## config.mk

```make
export PLATFORM = sky130hd
export DESIGN_NAME = br_injector
export DESIGN_NICKNAME = d
export VERILOG_FILES = /design/src/rtl/br_injector_pkg.sv /design/src/rtl/br_inj_fifo.sv /design/src/rtl/br_injector.sv
export SDC_FILE = /design/constraint.sdc
export NUM_CORES = 1
export LEC_CHECK = 0
export CORE_MARGIN = 10
export CORE_UTILIZATION = 45
export DETAILED_ROUTE_END_ITERATION = 7
export PLACE_DENSITY = 0.8
export SLEW_MARGIN = 20
export SYNTH_ARGS = -nofsm -noshare
export SYNTH_HDL_FRONTEND = slang
export SYNTH_SLANG_ARGS = --single-unit
export TNS_END_PERCENT = 50
```

## constraint.sdc

```tcl
create_clock -name clk_i -period 4.1 [get_ports clk_i]
set_clock_uncertainty 0.1 [all_clocks]
set_input_delay 0.615 -clock clk_i [delete_from_list [all_inputs] [get_ports clk_i]]
set_output_delay 0.615 -clock clk_i [all_outputs]
set_load 0.1 [all_outputs]
```

## src/rtl/br_injector_pkg.sv

```systemverilog
// BrLite shared types: service codes and the injector scenario record.
package BrLitePkg;

  typedef enum logic [1:0] {
    SVC_TGT = 2'd0,
    SVC_ALL = 2'd1,
    SVC_MC  = 2'd2,
    SVC_CLR = 2'd3
  } br_svc_t;

  // Record timestamps are held at this maximum width; injectors use the low TS_WIDTH bits.
  localparam int unsigned BR_TS_MAX_W = 64;

  typedef struct packed {
    logic [BR_TS_MAX_W-1:0] timestamp;
    logic [31:0]            source;
    logic [31:0]            target;
    logic [31:0]            payload;
    br_svc_t                service;
  } br_inj_rec_t;

  function automatic logic [15:0] sat_inc16(input logic [15:0] v);
    return (v == 16'hFFFF) ? v : v + 16'd1;
  endfunction

endpackage

```

## src/rtl/br_inj_fifo.sv

```systemverilog
// Record buffer for br_injector: power-of-two depth, first-word fall-through head.
module br_inj_fifo #(
  parameter int unsigned DEPTH = 4,
  parameter int unsigned WIDTH = 8
) (
  input  logic             clk_i,
  input  logic             rst_ni,
  input  logic             push_i,
  input  logic [WIDTH-1:0] data_i,
  input  logic             pop_i,
  output logic [WIDTH-1:0] data_o,
  output logic             full_o,
  output logic             empty_o
);

  localparam int unsigned AW = $clog2(DEPTH);

  logic [WIDTH-1:0] mem [DEPTH];
  logic [AW:0]      wptr;
  logic [AW:0]      rptr;
  logic             do_push;
  logic             do_pop;

  // A pop in the same cycle frees the slot, so a push into a full buffer is legal then.
  assign do_push = push_i && (!full_o || pop_i);
  assign do_pop  = pop_i && !empty_o;

  always_ff @(posedge clk_i or negedge rst_ni) begin
    if (!rst_ni) begin
      wptr <= '0;
      rptr <= '0;
    end else begin
      if (do_push) wptr <= wptr + {{AW{1'b0}}, 1'b1};
      if (do_pop)  rptr <= rptr + {{AW{1'b0}}, 1'b1};
    end
  end

  always_ff @(posedge clk_i) begin
    if (do_push) mem[wptr[AW-1:0]] <= data_i;
  end

  assign data_o  = mem[rptr[AW-1:0]];
  assign empty_o = (wptr == rptr);
  assign full_o  = (wptr[AW] != rptr[AW]) && (wptr[AW-1:0] == rptr[AW-1:0]);

endmodule

```

## src/rtl/br_injector.sv

```systemverilog
// Timestamped BrLite request injector for one PE.
// Define BR_INJ_STATS_EN to build the sent/late statistics counters.
module br_injector
  import BrLitePkg::*;
#(
  parameter int unsigned SOURCE_ID  = 0,
  parameter int unsigned FIFO_DEPTH = 4,
  parameter int unsigned TS_WIDTH   = 32
) (
  input  logic                clk_i,
  input  logic                rst_ni,
  input  logic                rec_valid_i,
  output logic                rec_ready_o,
  input  logic [TS_WIDTH-1:0] rec_timestamp_i,
  input  logic [31:0]         rec_source_i,
  input  logic [31:0]         rec_target_i,
  input  logic [31:0]         rec_payload_i,
  input  br_svc_t             rec_service_i,
  output logic                br_req_o,
  output logic [31:0]         br_target_o,
  output logic [31:0]         br_payload_o,
  output br_svc_t             br_service_o,
  input  logic                br_ack_i,
  output logic [TS_WIDTH-1:0] now_o,
  output logic [15:0]         sent_cnt_o,
  output logic [15:0]         late_cnt_o
);

  typedef enum logic [1:0] {IDLE, WAIT, REQ} state_t;

  state_t              state;
  br_inj_rec_t         push_rec;
  br_inj_rec_t         head;
  logic                full;
  logic                empty;
  logic                push;
  logic                pop;
  logic                due;
  logic [TS_WIDTH-1:0] head_ts;
  logic                unused_head;

  assign rec_ready_o = !full;
  assign push        = rec_valid_i && rec_ready_o && (rec_source_i == 32'(SOURCE_ID));
  assign pop         = (state == REQ) && br_ack_i;

  always_comb begin
    push_rec                         = '0;
    push_rec.timestamp[TS_WIDTH-1:0] = rec_timestamp_i;
    push_rec.source                  = rec_source_i;
    push_rec.target                  = rec_target_i;
    push_rec.payload                 = rec_payload_i;
    push_rec.service                 = rec_service_i;
  end

  br_inj_fifo #(
    .DEPTH (FIFO_DEPTH),
    .WIDTH ($bits(br_inj_rec_t))
  ) u_fifo (
    .clk_i   (clk_i),
    .rst_ni  (rst_ni),
    .push_i  (push),
    .data_i  (push_rec),
    .pop_i   (pop),
    .data_o  (head),
    .full_o  (full),
    .empty_o (empty)
  );

  assign head_ts     = head.timestamp[TS_WIDTH-1:0];
  assign due         = (now_o >= head_ts);
  assign unused_head = ^{head.timestamp, head.source};

  always_ff @(posedge clk_i or negedge rst_ni) begin
    if (!rst_ni) begin
      now_o <= '0;
    end else if (now_o != '1) begin
      now_o <= now_o + TS_WIDTH'(1);
    end
  end

  // IDLE also reacts to the push itself, so a record enters WAIT the cycle after acceptance.
  always_ff @(posedge clk_i or negedge rst_ni) begin
    if (!rst_ni) begin
      state        <= IDLE;
      br_req_o     <= 1'b0;
      br_target_o  <= '0;
      br_payload_o <= '0;
      br_service_o <= SVC_TGT;
    end else begin
      case (state)
        IDLE: if (!empty || push) state <= WAIT;
        WAIT: begin
          if (due) begin
            state        <= REQ;
            br_req_o     <= 1'b1;
            br_target_o  <= head.target;
            br_payload_o <= head.payload;
            br_service_o <= head.service;
          end
        end
        REQ: begin
          if (br_ack_i) begin
            state    <= IDLE;
            br_req_o <= 1'b0;
          end
        end
        default: begin
          state    <= IDLE;
          br_req_o <= 1'b0;
        end
      endcase
    end
  end

`ifdef BR_INJ_STATS_EN
  logic        late_issue;
  logic [15:0] sent_q;
  logic [15:0] late_q;

  // Issue is the first cycle with now >= ts, so ts < now here means it was already past at WAIT entry.
  assign late_issue = (state == WAIT) && due && (head_ts < now_o);

  always_ff @(posedge clk_i or negedge rst_ni) begin
    if (!rst_ni) begin
      sent_q <= '0;
      late_q <= '0;
    end else begin
      if (pop)        sent_q <= sat_inc16(sent_q);
      if (late_issue) late_q <= sat_inc16(late_q);
    end
  end

  assign sent_cnt_o = sent_q;
  assign late_cnt_o = late_q;
`else
  assign sent_cnt_o = '0;
  assign late_cnt_o = '0;
`endif

endmodule
```

# Word level (Yosys, flattened, before mapping)

Memory sizes are Yosys's and may differ from the RTL's.
Cells that the tools add are included.

Latch bits: 0
Output and inout bits: 132
ROM bits: 0
Register bits: 107
Memories: 1
Memory bits (writable): 520

Memories:

| name       | depth | width | read ports | clocked after memory_dff | wr ports | RTL line          | RTL |
|---|---|---|---|---|---|---|---|
| u_fifo.mem | 4     | 130   | 1          | 0                        | 1        | br_inj_fifo.sv:18 | `logic [WIDTH-1:0] mem [DEPTH];` |

Muxes and demuxes: 9
Multipliers: 0
Add/sub/neg operators: 3
Reduce and logical (&&, ||, !) cells: 15
Magnitude comparators: 1
Bitwise operators: 1
Equality and inequality tests: 9
Shifts and indexed selects: 0
Div/mod/pow operators: 0

Operator list:

| cell                                                             | count |
|---|---|
| 32-bit by 1-bit adder with 32-bit output (second input constant) | 1 |
| 32-bit >= comparator                                             | 1 |
| 32-bit zero test                                                 | 1 |
| 32-bit != test (second input constant)                           | 1 |
| 3-bit by 1-bit adder with 3-bit output (second input constant)   | 2 |
| 1-bit logical AND                                                | 6 |
| 2-bit 2-to-1 mux                                                 | 3 |
| 2-bit != test (second input constant)                            | 3 |
| 2-bit case mux with 3 select lines                               | 1 |
| 3-bit AND reduction                                              | 2 |
| 1-bit 2-to-1 mux                                                 | 4 |
| 3-bit == test                                                    | 1 |
| 1-bit case mux with 3 select lines                               | 1 |
| 2-bit by 1-bit == test with 1-bit output (second input constant) | 1 |
| 2-bit == test                                                    | 1 |
| 2-bit == test (second input constant)                            | 1 |
| 1-bit zero test                                                  | 2 |
| 2-bit zero test                                                  | 1 |
| 1-bit logical OR                                                 | 2 |
| 2-bit AND reduction                                              | 1 |
| 1-bit != test                                                    | 1 |
| 1-bit NOT                                                        | 1 |

# Longest topological paths before layout

Gate-level depths: netlist of run 1.

Word-level depth: 8
Gate-level depth with buffers: 14
Gate-level depth less buffers: 9

# Hierarchy

A second synthesis of run 1 with hierarchy kept.

Cells, all modules: 1343
Area total of the unflattened synthesis: 28947.8 sq um

Modules (own cells, without submodules):

| module      | instances | area each (sq um) | cells an instance |
|---|---|---|---|
| br_inj_fifo | 1         | 23745.3           | 894 |
| br_injector | 1         | 5202.5            | 449 |

# Least setup slack after synthesis of run 1

Ideal clock, no wire load.

Path type: register to register
Start point: register u_fifo.rptr[1]
End point: memory u_fifo.mem[3][0] (netlist name), enable pin
Arrival: 4.501 ns
Clock period less this slack: 5.070 ns
Slack: -0.970 ns
Cell stages (with the launch flop): 7
Required time: 3.531 ns
Cells stage by stage: dfrtp_1 > buf_2 > xnor2_1 > nand3_1 > nand4_1 > nor3_1 > and2_1

Cells in the longest elaborated chain, start to end: 8
Elaborated cells between the ends (all ways): 9
Classes of those cells: eq/ne: 1; mux: 2; reduce/logical: 6

Ends and longest elaborated chain:

| item                                     | RTL line          | RTL |
|---|---|---|
| from (decl)                              | br_inj_fifo.sv:20 | `logic [AW:0] rptr;` |
| from (signal assigned)                   | br_inj_fifo.sv:34 | `if (do_pop) rptr <= rptr + {{AW{1'b0}}, 1'b1};` |
| 2-bit == test *                          | br_inj_fifo.sv:44 | `assign full_o = (wptr[AW] != rptr[AW]) && (wptr[AW-1:0] == rptr[AW-1:0]);` |
| 1-bit logical AND *                      | br_inj_fifo.sv:44 |  |
| 1-bit zero test *                        | br_injector.sv:42 | `assign rec_ready_o = !full;` |
| named net rec_ready_o                    | br_injector.sv:13 | `output logic rec_ready_o,` |
| 1-bit logical AND (2 in a row)           | br_injector.sv:43 | `assign push = rec_valid_i && rec_ready_o && (rec_source_i == 32'(SOURCE_ID));` |
| 1-bit logical AND *                      | br_inj_fifo.sv:25 | `assign do_push = push_i && (!full_o \|\| pop_i);` |
| 1-bit 2-to-1 mux *                       | br_inj_fifo.sv:39 | `if (do_push) mem[wptr[AW-1:0]] <= data_i;` |
| 1-bit 2-to-1 mux (not written as such) * | br_inj_fifo.sv:39 |  |
| to (decl)                                | br_inj_fifo.sv:18 |  |

Mark *: on every way through the listed nets, which the timed path passes. The rest lies on a longest branch.

# Worst setup path in the final report of run 1

Start point: register u_fifo.rptr[0]
End point: register br_target_o[7]

Cells in the longest elaborated chain, start to end: 3

Ends and longest elaborated chain:

| item                                 | RTL line          | RTL |
|---|---|---|
| memory 4 x 130 bit *                 | n/a               |  |
| 32-bit >= comparator                 | br_injector.sv:70 | `assign due = (now_o >= head_ts);` |
| 2-bit AND reduction (no source line) | n/a               |  |
| to (signal assigned)                 | br_injector.sv:96 | `br_target_o <= head.target;` |
| to (decl)                            | br_injector.sv:20 | `output logic [31:0] br_target_o,` |

Every way passes the cells marked *; elsewhere a longest branch is shown, timed or not.
A chain may end at the register's enable or synchronous reset.

==> impl_metrics.csv, run 1 <==
group,metric,value,unit
status,outcome,"finished, final reports clean",
setup_path,max_stage_delay,0.67,ns
route,first_iter_violations,582,
floorplanning,die_y,229,µm
timing,finalHoldViolations,0,
timing,grt_setup_unrepaired,"false",
route,antenna_left,0,
placement,dpl-instance-area,22800,µm²
clock_tree,cts_tree,"done",
clock_tree,ctsRootBufferMaster,"clkbuf_16",
synth,syn_inst,988,
synth,synth.area.mux_share,15.5,%
synth,ys_seq_area_share,73.5,%
floorplanning,initial_core_util,45.6,%
worst_hold_path,hold_path_class,"primary input to async pin",
timing,finalCritPeriodShare,91.8,%
setup_path,crit_fanout,20,
synth,syn-cell-area,19700,µm²
timing,setup_slack,0.335,ns
timing,fin_crit,3.76,ns
clock_tree,clk_pin_slew,0.06,ns
clock_tree,htreeDepth,2,
synth,synth-edff-count,392,
grt,grt_pass1_vias,10800,
synth,synth_top_area_share,59.9,%
synth,ys.flop_type,"edfxtp_1",
setup_path,path_class,"flip-flop to flip-flop",
placement,place_inst,1799,
setup_path,r2r_slack,0.34,ns
finish,drive_gt1_share,21.9,%
clock_tree,post_cts_buffers,0,
grt,grt_use_met2,26.4,%
synth,synthArstFlopShare,21.4,%
finish,final_area,24600,µm²
grt,track_usage,16.0,%
clock_tree,clockBufferDepth,3,
finish,finalNetCount,1439,
setup_path,path_cells,"buf_4 > mux4_2 > inv_1 > ha_1 > a2111o_1 > o2111ai_1 > a31oi_2 > o211ai_4 > buf_12 > buf_4 > mux2_2",
finish,area_growth_syn_to_layout,25.2,%
route,wirelength,42100,µm
clock_tree,clock_latency,0.60,ns
clock_tree,cts.sinks,499,
timing,max_slew_margin,24.5,%
setup_path,critPathSlowestCell,"dfrtp_4",
setup_path,rr_endpoint,"br_target_o[7]$_DFFE_PN0P_",
route,post-route-drc-count,0,
grt,use_met1,19.8,%
clock_tree,cts_buffers,51,
setup_path,cp-start-kind,"flip-flop",
setup_path,r2r-start,"u_fifo.rptr[0]$_DFFE_PN0P_",
synth,synthDistinctLibCells,41,
floorplanning,dieArea,52500,µm²
route,wl_per_cell,22.2,µm
setup_path,worstSetupEndpoint,"br_target_o[7]$_DFFE_PN0P_",
power,leakage,8.96,nW
setup_path,cp.depth,11,
floorplanning,io_pins,266,
grt,antenna_found_initial,5,
synth,yosysMostFrequentCell,"edfxtp_1",
floorplanning,rows,76,
setup_path,cp_data_arrival_time,4.15,ns
timing,max_freq,0.266,GHz
setup_path,required,4.48,ns
synth,synth_compound_area_share,1.11,%
power,ir_drop,0.000539,V
synth,syn_area_per_cell,19.9,µm²
floorplanning,dieWidth,229,µm
timing,max_slew.worst_pin.slew,1.13,ns
timing,setup_viol,0,
placement,portBuffers,233,
placement,dp_slack,0.288,ns
setup_path,path_delay_family,"multiplexers",
timing,finalMaxSlewViolations,0,
setup_path,cp_common_cell,"buf_4",
synth,synth_seq_cells,499,
finish,area.sequential,14500,µm²
grt,grt.overflow.total,0,
placement,hpwlAfterDp,27500,µm
route,viasPerCell,5.22,
finish,fin_cells,1898,
finish,multiInputGateArea,4800,µm²
grt,grt_pass1_wl,65200,µm
route,vias,9906,
setup_path,cp-startpoint,"u_fifo.rptr[0]$_DFFE_PN0P_",
route,dr.pass1.iters,4,
synth,yosys_warnings,0,
synth,synth_area_leaders,"edfxtp_1 (60%), dfrtp_1 (14%), mux4_2 (11%)",
power,power_density,450,nW/µm²
synth,synthSimpleGateAreaFrac,3.08,%
setup_path,cp-end-kind,"flip-flop",
synth,synth_top_area_cell,"edfxtp_1",
floorplanning,coreArea,43200,µm²
finish,fillers,3217,
clock_tree,cts.repair.resized,0,
grt,use_met3,5.45,%
grt,globalRoute.busiestLayer,"met2",
placement,place_congestion,0.786,
synth,synthAdderAreaFrac,2.42,%
grt,grt_start_max_net_pins,61,
synth,synth_top_family_by_area,"multiplexers",
synth,synth_common_cells,"edfxtp_1 (392), dfrtp_1 (107), mux4_2 (98)",
run,cap_violations,0,
clock_tree,cts-hold-fix-buffers,0,
synth,synth-xor-area-share,1.65,%
setup_path,path_buf_inv,4,
setup_path,ff2ff_path_depth,11,
timing,hold_slack,0.00485,ns
==> how the worst min path moves through the flow <==
stage                              start                          end  slack [ns]  depth (start not counted)
finish                            rst_ni  br_service_o[0]$_DFFE_PN0P_       0.005                          1
global route                      rst_ni  br_service_o[0]$_DFFE_PN0P_        0.06                          1
CTS                               rst_ni  br_service_o[0]$_DFFE_PN0P_        0.01                          1
detailed placement  state[1]$_DFFE_PN0P_         state[0]$_DFFE_PN0P_        0.37                          1
global placement    state[1]$_DFFE_PN0P_         state[0]$_DFFE_PN0P_        0.35                          1
floorplan                         rst_ni  br_payload_o[0]$_DFFE_PN0P_        0.22                          0
==> layout make-up <==
class | instances | share of cell area, %
Sequential cell | 499 | 58.7
Multi-Input combinational cell | 421 | 19.5
Timing Repair Buffer | 257 | 10.8
Clock buffer | 65 | 5.68
Tap cell | 585 | 2.97
Clock inverter | 31 | 1.72
Inverter | 37 | 0.564
Antenna cell | 3 | 0.0305
==> power by group <==
group	internal [mW]	leakage [nW]	total, mW	switching, mW
registers	5.47	4.98	5.49	0.0223
clock network	2.94	0.873	4.89	1.95
logic	0.323	3.10	0.695	0.372
total	8.73	8.96	11.1	2.34
==> metrics by stage <==
step / TNS, ns / util, % / power [mW]
after global placement: 0 / 52.8 / 6.28
after global routing: 0 / 57.0 / 11.4
after CTS: 0 / 57.0 / 11.2
after detailed placement: 0 / 52.8 / 6.30
final: 0 / 57.0 / 11.1
after floorplan: -183.91 / - / 6.05
==> worst reg2reg max path, cell delays in order (launching register included) <==
cell and delay, ns:
dfrtp_4 0.67, buf_4 0.31, mux4_2 0.52, inv_1 0.07, ha_1 0.22, a2111o_1 0.35, o2111ai_1 0.12, a31oi_2 0.16
o211ai_4 0.25, buf_12 0.22, buf_4 0.27, mux2_2 0.38
==> cells in the final DEF (no fill, tap or decap), types with 4 or more instances in the layout <==
cell / n
and3_1: 5
mux2_2: 50
nor3_1: 5
nand4_1: 12
clkinv_1: 7
dfrtp_1: 105
clkbuf_8: 7
edfxtp_1: 392
mux4_2: 98
xor2_1: 10
clkinv_2: 7
clkdlybuf4s50_1: 231
mux2_4: 18
ha_1: 38
inv_1: 37
bufinv_16: 8
nor2_1: 15
o21ai_0: 10
nand3_1: 16
clkinvlp_4: 5
nor4_1: 7
xnor2_1: 27
and4_1: 4
clkbuf_16: 51
nand2_1: 31
conb_1: 32
clkbuf_1: 7
buf_4: 14
buf_12: 12
and2_4: 4
a21oi_1: 17
==> per-layer routing <==
| layer | wire length (µm) | vias to the layer above | part of all wire, % |
|---|---|---|---|
| met3 | 3500 | 48 | 8.3 |
| met5 | 43 | - | 0.10 |
| met1 | 17200 | 5098 | 41 |
| li1 | - | 4408 | - |
| met4 | 698 | 6 | 1.7 |
| met2 | 20600 | 346 | 49 |
==> sequential cells by signal, summed over array words and instances, names as in the netlist <==
| register | flops |
|---|---|
| br_target_o | 32 |
| br_payload_o | 32 |
| br_service_o | 2 |
| u_fifo.rptr | 3 |
| state | 2 |
| br_req_o | 1 |
| u_fifo.wptr | 3 |
| now_o | 32 |
| u_fifo.mem | 392 |
==> cell families (layout without fill, tap and decap cells) <==
logic type / count (synthesis) / after routing
and+or+nand+nor: 112 / 112
DFF: 499 / 499
muxes: 166 / 166
buffers and inverters: 99 / 390
other: 1 / 35
adders and majority gates: 38 / 38
xor gates and xnor gates: 37 / 37
AOI/OAI and AO/OA: 36 / 36
No activity file was read; power rests on OpenSTA's default activity.
==> inputs of run 2 (changes only) <==
- CORE_ASPECT_RATIO: unset -> 0.7
- clock period: 4.1 -> 3.05 ns (I/O delays scaled with it)
==> run 2 against run 1 <==
Net effect: the flow now finishes with violations (setup timing); final cell count up 1.9%; wire length rose by 6.1%; clock power grew 20%; core utilization grew 1.8 points; highest routed layer unchanged.
==> impl_metrics.csv, run 2 (synthesized netlist as in run 1, its figures left out) <==
group,metric,value,unit
status,outcome,"finished with violations",
status,violations,"setup timing",
timing,finalMaxSlewViolations,0,
run,cap_violations,0,
route,dr.pass1.iters,5,
floorplanning,io_pins,266,
floorplanning,rows,63,
setup_path,path_delay_family,"multiplexers",
route,antenna_left,0,
placement,place_congestion,0.781,
grt,grt.overflow.total,0,
timing,max_freq,0.291,GHz
clock_tree,ctsRootBufferMaster,"clkbuf_16",
clock_tree,clk_pin_slew,0.06,ns
setup_path,cp_common_cell,"buf_12",
setup_path,path_cells,"buf_12 > buf_12 > mux4_2 > inv_2 > ha_4 > nand4_1 > nor2_2 > a22oi_2 > o2111ai_4 > o211ai_4 > buf_12 > buf_12 > mux2_2",
clock_tree,clockBufferDepth,3,
finish,area_growth_syn_to_layout,27.7,%
worst_hold_path,hold_path_class,"primary input to async pin",
setup_path,cp-start-kind,"flip-flop",
floorplanning,die_y,195,µm
floorplanning,coreArea,42700,µm²
clock_tree,cts_tree,"done",
finish,fillers,3128,
floorplanning,dieArea,52600,µm²
timing,finalHoldViolations,0,
grt,grt_pass1_vias,11100,
timing,setup_viol,66,
finish,largest_reg_flops,392,
route,viasPerCell,5.24,
grt,grt_pass1_wl,68300,µm
clock_tree,cts_buffers,47,
setup_path,cp-end-kind,"flip-flop",
timing,fin_crit,3.43,ns
clock_tree,clock_latency,0.55,ns
route,wl_per_cell,23.1,µm
setup_path,critPathSlowestCell,"dfrtp_4",
power,power_density,571,nW/µm²
timing,finalCritPeriodShare,113,%
placement,hpwlAfterDp,29000,µm
finish,drive_gt1_share,34.4,%
grt,track_usage,16.7,%
placement,portBuffers,233,
timing,max_slew.worst_pin.slew,0.622,ns
setup_path,crit_fanout,21,
route,vias,10100,
clock_tree,htreeDepth,2,
setup_path,cp_data_arrival_time,3.75,ns
route,post-route-drc-count,0,
grt,antenna_found_initial,6,
setup_path,required,3.37,ns
timing,setup_tns,-21.95,ns
setup_path,path_buf_inv,5,
route,first_iter_violations,751,
grt,grt_start_max_net_pins,46,
floorplanning,dieWidth,270,µm
finish,mostFrequentLayoutCells,"edfxtp_1 (392), buf_4 (136), clkdlybuf4s50_1 (132)",
finish,final_common_cell,"edfxtp_1",
timing,setup_slack,-0.383,ns
route,wirelength,44600,µm
power,ir_drop,0.000445,V
finish,finalNetCount,1482,
setup_path,max_stage_delay,0.52,ns
power,leakage,9.48,nW
setup_path,path_class,"flip-flop to flip-flop",
timing,max_slew_margin,58.5,%
timing,grt_setup_unrepaired,"true",
floorplanning,initial_core_util,46.0,%
placement,dp_slack,-0.645,ns
clock_tree,cts.sinks,499,
timing,hold_slack,0.346,ns
==> run 2: cell count changes in the layout (fill, tap and decap cells not counted), moves of 12 or more <==
cell,before,now
buf_4,14,136
clkdlybuf4s50_1,231,132
mux2_2,50,23
mux2_4,18,45
buf_12,12,26
ha_1,38,26
ha_4,0,12
==> run 2: cell type report <==
cell class	instances	area, µm²	area share, %
Sequential cell	499	14500	57.6
Multi-Input combinational cell	421	5170	20.6
Timing Repair Buffer	304	3040	12.1
Clock buffer	66	1360	5.41
Tap cell	585	732	2.91
Clock inverter	21	211	0.842
Inverter	37	139	0.553
Antenna cell	2	5.00	0.0199
==> run 2: power by group <==
part	switching (mW)	internal, mW
sequential	0.00657	7.35
combinational	0.581	0.541
clock	2.47	3.39
==> run 2: routing by layer <==
metal  up-vias  global-route usage (%)  wire (µm)
met2       307                    26.8      21300
met5         -                       0         62
met3        67                    4.61       2840
li1       4486                       -          -
met1      5269                    22.5      19700
met4         8                    3.68        714
==> run 2: worst paths after layout <==
path                                                 start                     endpoint  slack, ns  cells after the start
worst max-delay path            u_fifo.rptr[0]$_DFFE_PN0P_   br_target_o[8]$_DFFE_PN0P_      -0.38                     13
worst min-delay path                                rst_ni  br_service_o[0]$_DFFE_PN0P_       0.35                      2
worst max register to register  u_fifo.rptr[0]$_DFFE_PN0P_   br_target_o[8]$_DFFE_PN0P_      -0.38                     13
worst min register to register  u_fifo.rptr[2]$_DFFE_PN0P_   u_fifo.rptr[2]$_DFFE_PN0P_       0.39                      1
max in group asynchronous                           rst_ni         now_o[2]$_DFFE_PN0P_       1.64                      3
min in group clk_i              u_fifo.rptr[2]$_DFFE_PN0P_   u_fifo.rptr[2]$_DFFE_PN0P_       0.39                      1
==> run 2: stage by stage <==
step           utilization (%)  power, mW  instance area, µm²  instances
2_1_floorplan                -       8.16               19900       1019
3_3_place_gp              53.5       8.50               22900       1827
3_5_place_dp              53.5       8.52               22900       1827
4_1_cts                   58.7       14.5               25100       1932
5_1_grt                   58.8       14.8               25100       1933
6_report                  58.8       14.3               25100       1935
==> run 2: what timing repair did <==
action	in CTS	in global routing
cloned	4	0
hold endpoints to repair	33	0
pin swaps	12	2
setup endpoints to repair	461	107
buffers inserted	13	3
hold buffers	1	0
gates resized for setup	76	11
==> inputs of run 3 (changes only) <==
- PLACE_DENSITY: 0.8 -> 0.77
- SYNTH_HIERARCHICAL: unset -> 1
==> run 3 against run 2 <==
Net effect: the flow still finishes with violations (setup timing); sequential share of layout area down 2.9 points; synthesized area up 0.55%; sequential power about the same; global-route usage up 0.14 points; final area up 5.4%; synthesized cell count up 2.7%; largest cell class unchanged; clock power down 4.9%; critical path type unchanged; die area up 0.50%.
==> impl_metrics.csv, run 3 <==
group,metric,value,unit
route,viasPerCell,5.29,
clock_tree,cts.sinks,499,
finish,fin_cells,2062,
clock_tree,clock_latency,0.56,ns
clock_tree,htreeDepth,2,
finish,fin_util,60.8,%
grt,grt_pass1_wl,69200,µm
floorplanning,die_y,195,µm
finish,largest_reg_flops,392,
finish,final_common_cell,"edfxtp_1",
power,p_switching,2.74,mW
grt,grt_start_max_net_pins,54,
synth,syn_area_per_cell,19.5,µm²
placement,place_inst,1919,
route,vias,10900,
placement,place_congestion,0.823,
finish,mostFrequentLayoutCells,"edfxtp_1 (392), buf_4 (172), clkdlybuf4s50_1 (132)",
clock_tree,clk_pin_slew,0.06,ns
grt,grt_pass1_vias,11500,
placement,portBuffers,233,
timing,setup_slack,-0.567,ns
power,leakage,10.1,nW
grt,track_usage,16.9,%
finish,drive_gt1_share,36.5,%
status,outcome,"finished with violations",
grt,grt.overflow.total,0,
timing,finalCritPeriodShare,119,%
power,pwr-share-clk,41.7,%
route,first_iter_violations,932,
timing,finalHoldViolations,0,
finish,finalNetCount,1602,
timing,finalMaxSlewViolations,0,
finish,area_growth_syn_to_layout,33.9,%
grt,antenna_found_initial,3,
power,p_total,13.4,mW
setup_path,cp_data_arrival_time,3.95,ns
floorplanning,dieWidth,271,µm
power,swShare,20.5,%
worst_hold_path,hold_path_class,"primary input to async pin",
timing,grt_setup_unrepaired,"true",
route,wl_per_cell,23.9,µm
route,dr.pass1.iters,5,
run,cap_violations,0,
timing,fin_crit,3.62,ns
finish,fillers,3106,
floorplanning,io_pins,266,
synth,syn_inst,1015,
clock_tree,cts_buffers,46,
timing,max_slew.worst_pin.slew,0.705,ns
status,violations,"setup timing",
power,intPower,10.6,mW
route,post-route-drc-count,0,
floorplanning,rows,64,
finish,final_area,26500,µm²
route,antenna_left,0,
power,ir_drop,0.000496,V
synth,syn-cell-area,19800,µm²
placement,dpl-instance-area,23600,µm²
setup_path,path_class,"flip-flop to flip-flop",
clock_tree,ctsRootBufferMaster,"clkbuf_16",
floorplanning,initial_core_util,45.4,%
synth,yosys_warnings,6,
timing,max_freq,0.276,GHz
route,wirelength,49200,µm
power,pwr-share-seq,54.9,%
setup_path,cp-start-kind,"flip-flop",
floorplanning,coreArea,43600,µm²
timing,setup_viol,458,
clock_tree,clockBufferDepth,3,
setup_path,crit_fanout,13,
setup_path,cp-end-kind,"flip-flop",
floorplanning,dieArea,52900,µm²
timing,max_slew_margin,53.0,%
placement,hpwlAfterDp,31200,µm
clock_tree,cts_tree,"done",
setup_path,required,3.39,ns
power,p_comb_share,3.4,%
power,power_density,505,nW/µm²
run 3: path summary, 6_finish.rpt:
path                                         startpoint                      endpoint  cells past startpoint  slack [ns]
hold reg to reg            br_payload_o[14]$_DFFE_PN0P_  br_payload_o[14]$_DFFE_PN0P_                      1        0.39
setup reg to reg             u_fifo/rptr[0]$_DFFE_PN0P_  br_payload_o[23]$_DFFE_PN0P_                     13       -0.57
setup / recovery             u_fifo/rptr[0]$_DFFE_PN0P_  br_payload_o[23]$_DFFE_PN0P_                     13       -0.57
min in group clk_i         br_payload_o[14]$_DFFE_PN0P_  br_payload_o[14]$_DFFE_PN0P_                      1        0.39
max in group asynchronous                        rst_ni   br_target_o[13]$_DFFE_PN0P_                      3        1.76
hold / removal                                   rst_ni         now_o[17]$_DFFE_PN0P_                      2        0.36
run 3: through the flow:
step	worst slack (ns)	hold WS (ns)	TNS, ns
5_1_grt	-0.636	0.396	-124.16
3_3_place_gp	-0.450	0.375	-133.57
6_report	-0.567	0.361	-81.26
3_5_place_dp	-0.528	0.383	-130.07
2_1_floorplan	-0.622	0.0619	-137.79
4_1_cts	-0.409	0.374	-133.54
run 3: metal layers:
metal | global-route usage (%) | part of all wire (%) | up-vias
li1 | - | - | 4804
met5 | 0 | 0.018 | -
met3 | 4.08 | 6.5 | 48
met4 | 3.32 | 1.2 | 2
met2 | 28.3 | 50 | 342
met1 | 22.2 | 43 | 5712
run 3: cell type report:
| class | instances | area [µm²] | share of cell area [%] |
|---|---|---|---|
| Clock buffer | 60 | 1270 | 4.82 |
| Tap cell | 594 | 743 | 2.81 |
| Antenna cell | 2 | 5.00 | 0.0189 |
| Inverter | 38 | 146 | 0.553 |
| Multi-Input combinational cell | 438 | 5210 | 19.7 |
| Sequential cell | 499 | 14500 | 54.6 |
| Clock inverter | 24 | 170 | 0.643 |
| Timing Repair Buffer | 407 | 4460 | 16.9 |
run 3: worst max-delay path, stage by stage (launching register included):
cell	delay [ns]
dfrtp_4	0.54
buf_12	0.15
buf_12	0.15
mux4_2	0.52
inv_1	0.11
ha_4	0.22
a21oi_1	0.21
o21ai_0	0.21
a21oi_2	0.24
a21boi_4	0.09
o21ai_4	0.24
buf_6	0.18
buf_12	0.16
mux2_2	0.34
run 3: repair_timing:
action / in CTS / in global routing
gates resized for setup: 26 / 104
gates cloned: 1 / 27
hold endpoints to repair: 50 / 0
buffers inserted: 8 / 21
hold buffers: 1 / 0
pin swaps: 3 / 8
endpoints found under the setup margin: 461 / 462
run 3: power by group through the flow:
stage          combinational (mW)  clock (mW)  sequential, mW
2_1_floorplan               0.205           0            7.49
3_3_place_gp                0.436           0            7.48
3_5_place_dp                0.448           0            7.48
4_1_cts                     0.451        5.68            7.34
5_1_grt                     0.475        5.93            7.33
6_report                    0.451        5.57            7.34
